--- config.mk ---
export PLATFORM = sky130hd
export DESIGN_NAME = rr_arbiter
export DESIGN_NICKNAME = d
export VERILOG_FILES = /design/src/rtl/rr_arbiter.sv
export SDC_FILE = /design/constraint.sdc
export NUM_CORES = 1
export LEC_CHECK = 0
export ABC_CLOCK_PERIOD_IN_PS = 3560
export CAP_MARGIN = 30
export CORE_ASPECT_RATIO = 1.4
export CORE_MARGIN = 3
export CORE_UTILIZATION = 40
export DETAILED_ROUTE_END_ITERATION = 7
export SLEW_MARGIN = 30
export SYNTH_ARGS = -nofsm -noshare
export SYNTH_HDL_FRONTEND = slang
export SYNTH_SLANG_ARGS = --single-unit
--- constraint.sdc ---
create_clock -name clk -period 3.56 [get_ports clk]
set_clock_uncertainty 0.05 [all_clocks]
set_input_delay 0.712 -clock clk [delete_from_list [all_inputs] [get_ports clk]]
set_output_delay 0.712 -clock clk [all_outputs]
set_load 0.05 [all_outputs]
--- src/rtl/rr_arbiter.sv ---
// Registered round-robin arbiter: one grant held until done, rotating priority from the last winner.
// Optional forced release after HOLD_MAX busy cycles when RR_ARB_TIMEOUT_EN is defined.
module rr_arbiter #(
    parameter int REQ_WIDTH = 8,
    parameter int ID_WIDTH  = $clog2(REQ_WIDTH),
    parameter int HOLD_MAX  = 16
) (
    input  logic                 clk,
    input  logic                 rst,
    input  logic [REQ_WIDTH-1:0] req,
    input  logic                 done,
    output logic [REQ_WIDTH-1:0] gnt,
    output logic [ID_WIDTH-1:0]  gnt_id,
    output logic                 gnt_vld,
    output logic                 timeout
);

    localparam logic [0:0] IDLE = 1'b0;
    localparam logic [0:0] BUSY = 1'b1;

    logic [0:0]          state;
    logic [ID_WIDTH-1:0] ptr;
    logic                win_found;
    logic [ID_WIDTH-1:0] win_id;
    logic [ID_WIDTH-1:0] idx;
    logic                force_rel;
    logic                release_now;
    logic                arb;

    // Search ptr+1 .. ptr (wrapping); the last winner is naturally checked last.
    always_comb begin
        win_found = 1'b0;
        win_id    = '0;
        idx       = '0;
        for (int i = 1; i <= REQ_WIDTH; i++) begin
            idx = ID_WIDTH'((int'(ptr) + i) % REQ_WIDTH);
            if (!win_found && req[idx]) begin
                win_found = 1'b1;
                win_id    = idx;
            end
        end
    end

    assign release_now = (state == BUSY) && (done || force_rel);
    assign arb         = (state == IDLE) || release_now;

    always_ff @(posedge clk or posedge rst) begin
        if (rst) begin
            state   <= IDLE;
            ptr     <= ID_WIDTH'(REQ_WIDTH - 1);
            gnt     <= '0;
            gnt_id  <= '0;
            gnt_vld <= 1'b0;
        end else if (arb) begin
            if (win_found) begin
                state   <= BUSY;
                ptr     <= win_id;
                gnt     <= REQ_WIDTH'(1) << win_id;
                gnt_id  <= win_id;
                gnt_vld <= 1'b1;
            end else begin
                state   <= IDLE;
                gnt     <= '0;
                gnt_id  <= '0;
                gnt_vld <= 1'b0;
            end
        end
    end

`ifdef RR_ARB_TIMEOUT_EN
    localparam int CNT_W = $clog2(HOLD_MAX + 1);

    logic [CNT_W-1:0] hold_cnt;
    logic             timeout_q;

    // hold_cnt equals (busy cycles so far - 1); a done on the limit edge wins over the force.
    assign force_rel = (hold_cnt == CNT_W'(HOLD_MAX - 1)) && !done;

    always_ff @(posedge clk or posedge rst) begin
        if (rst) begin
            hold_cnt  <= '0;
            timeout_q <= 1'b0;
        end else begin
            timeout_q <= (state == BUSY) && force_rel;
            if (arb) begin
                hold_cnt <= '0;
            end else begin
                hold_cnt <= hold_cnt + 1'b1;
            end
        end
    end

    assign timeout = timeout_q;
`else
    assign force_rel = 1'b0;
    assign timeout   = 1'b0;
`endif

endmodule
==> results_dict.tcl <==
set metrics [dict create \
    status "complete, no violations" \
    synth-edff-count 0 \
    numPortBuffers 22 \
    grt-ovfl-total 0 \
    synth_area_per_cell_sq_um 9.04 \
    ys_seq_area_frac 0.227 \
    diodes 0 \
    dp_hpwl_mm 3.73 \
    track_usage 0.195 \
    required_ns 3.68 \
    syn-instance-count 185 \
    drt_pass1_iterations 4 \
    htreeDepth 1 \
    ys_ff_latch 15 \
    cap_violations 0 \
    finalWeightedCongestion 0.953 \
    rows 27 \
    fp.dieH_um 82.5 \
    ys_types 50 \
    rsz0062_at_grt "no" \
    critPathCaptureType "flop" \
    drv_slew 0 \
    post-route-util 0.538 \
    cp_slowest_cell "mux4_1" \
    crit_path_start "req[1]" \
    setup_violations 0 \
    cts_tree "yes" \
    synth_nets 198 \
    worstPathArrival_ns 3.50 \
    drc 0 \
    hold-path-endpoint "ptr[0]" \
    cts_hold_buffers 0 \
    cpPeakStageDelay_ns 0.56 \
    worst_setup_path_start_kind "input port" \
    post-route-period-util 0.952 \
    max_slew_margin 0.469 \
    reg2regPathDepth 12 \
    cts.sinks 15 \
    cts.path.max_buffers 2 \
    yosysMostFrequentCell "nand2_1" \
    holdCritPathClass "flop to flop" \
    drt_iter0_markers 95 \
    async_reset_ff_frac 1.00 \
    clk_pin_slew_ns 0.06 \
    core_sq_mm 0.00399 \
    min_from "ptr[0]" \
    synthTopCellsByArea "dfrtp_1 18%, mux4_2 9.4%, mux2i_1 7.8%" \
    setup.worst_path.class "input port to flop" \
    timing.rr.start "ptr[1]" \
    num_vias 1598 \
    yosys_warnings 0 \
    cp_cell_sequence "clkdlybuf4s50_1 -> mux4_1 -> mux2_4 -> or3b_4 -> nor3b_4 -> buf_4 -> a32o_1 -> o32ai_4 -> nand2b_1 -> o21ai_0" \
    cts_buffers 3 \
    fill_cells 382 \
    synth.top_cell.area_share 0.180 \
    area_growth_pct 28.4 \
    grt_pass1_wl_mm 7.43 \
    final_antenna_net_count 0 \
    ios 24 \
    antenna_found_initial 0 \
    nets 238 \
    vias_per_cell 5.99 \
    synthTopCellsByCount "32 x nand2_1, 13 x mux2i_1, 12 x dfrtp_1" \
    syn_area_sq_mm 0.00167 \
    synth-main-ff-cell "dfrtp_1" \
    grt_start_max_net_pins 22 \
    fmaxAchievable_mhz 295 \
    finalHoldViolCount 0 \
    dieArea_sq_mm 0.00500 \
    crit_fanout 6 \
    min_period_ns 3.39 \
    first_global_vias 1573 \
    worstReg2RegEnd "gnt[7]" \
    wire_per_inst_um 17.5 \
    wl_mm 4.66 \
    die_x_um 60.6 \
    initial_core_util 0.419 \
    yosysTopAreaCell "dfrtp_1" \
    cts_root_buf "clkbuf_8" \
    clk_latency_ns 0.25 \
    ff2ff_setup_slack_ns 0.22 \
    drive_gt1_frac 0.259 \
    worst_slew_pin_slew_ns 0.795 \
    whs_path_depth 2 \
]
==> through the flow <==
step | setup WS (ns) | cell area, sq um | setup TNS, ns | instances | hold WS, ns
after floorplan | 0.108 | 1670 | 0 | 185 | 0.561
after global placement | 0.0301 | 2050 | 0 | 260 | 0.414
after detailed placement | -0.0111 | 2050 | -0.0111 | 260 | 0.420
after CTS | 0.0248 | 2090 | 0 | 264 | 0.438
after global routing | 0.0616 | 2150 | 0 | 267 | 0.449
final | 0.172 | 2150 | 0 | 267 | 0.432
==> timing repair <==
| item | in CTS | in global routing |
|---|---|---|
| setup buffers | 0 | 3 |
| endpoints found under the setup margin | 0 | 11 |
| endpoints found under the hold margin | 0 | 0 |
| resized for setup | 0 | 3 |
==> worst max-delay path by stage <==
| stage | end | slack, ns | cells past startpoint |
|---|---|---|---|
| after global routing | gnt[7] | 0.06 | 10 |
| after global placement | gnt[7] | 0.03 | 10 |
| after detailed placement | gnt[7] | -0.01 | 10 |
| after CTS | gnt[7] | 0.02 | 12 |
| final | gnt[7] | 0.17 | 10 |
| after floorplan | gnt[6] | 0.11 | 13 |
==> cell usage in the layout (no fill, tap or decap), types with 3 or more instances in the layout <==
cell type        count
a21oi_1              5
clkdlybuf4s50_1     22
dfrtp_1             12
o21ai_0             10
nor2b_1              4
mux4_2               7
nand2b_1             8
mux2i_1             13
o21ai_1              6
buf_4               25
nor3_1               4
clkbuf_8             3
mux2_2              10
nor2_1              11
nand2_1             32
o22ai_1              4
mux4_1               3
a211oi_1             4
inv_1                3
dfstp_2              3
==> cell families (layout without fill, tap and decap cells) <==
family,Yosys count,after routing,synth area share
mux,34,34,0.296
other cells,1,1,0.00224
xor+xnor,3,3,0.0157
flops,15,15,0.227
buf+inv,16,55,0.0479
compound gates,44,44,0.186
simple gates,70,70,0.211
fa+ha+maj,2,2,0.0150
==> per-layer routing <==
metal,share of wire,GRT usage
met1,0.40,0.232
met2,0.55,0.365
met3,0.032,0.0124
met4,0.019,0.0607
met5,0,0
==> layout make-up <==
cell class / count / area (sq um) / share of cell area
timing repair buffer: 47 / 408 / 0.190
clock buffer: 4 / 45.0 / 0.0210
multi-input combinational: 154 / 1240 / 0.580
tap: 43 / 53.8 / 0.0251
sequential: 15 / 379 / 0.177
inverter: 4 / 15.0 / 0.00700
==> registers in the layout, indices dropped and copies added, names as in the netlist <==
signal and flops:
gnt 8, gnt_id 3, ptr 3, state 1
==> worst max-delay path, delay by kind of cell <==
kind            cells  cell delay (ns)
simple gates        3             0.85
compound gates      3             0.45
buf+inv             2             0.63
mux                 2             0.87
Power is not shown: default switching activity piles up to over one toggle a cycle in this logic, so the estimate is an artifact.
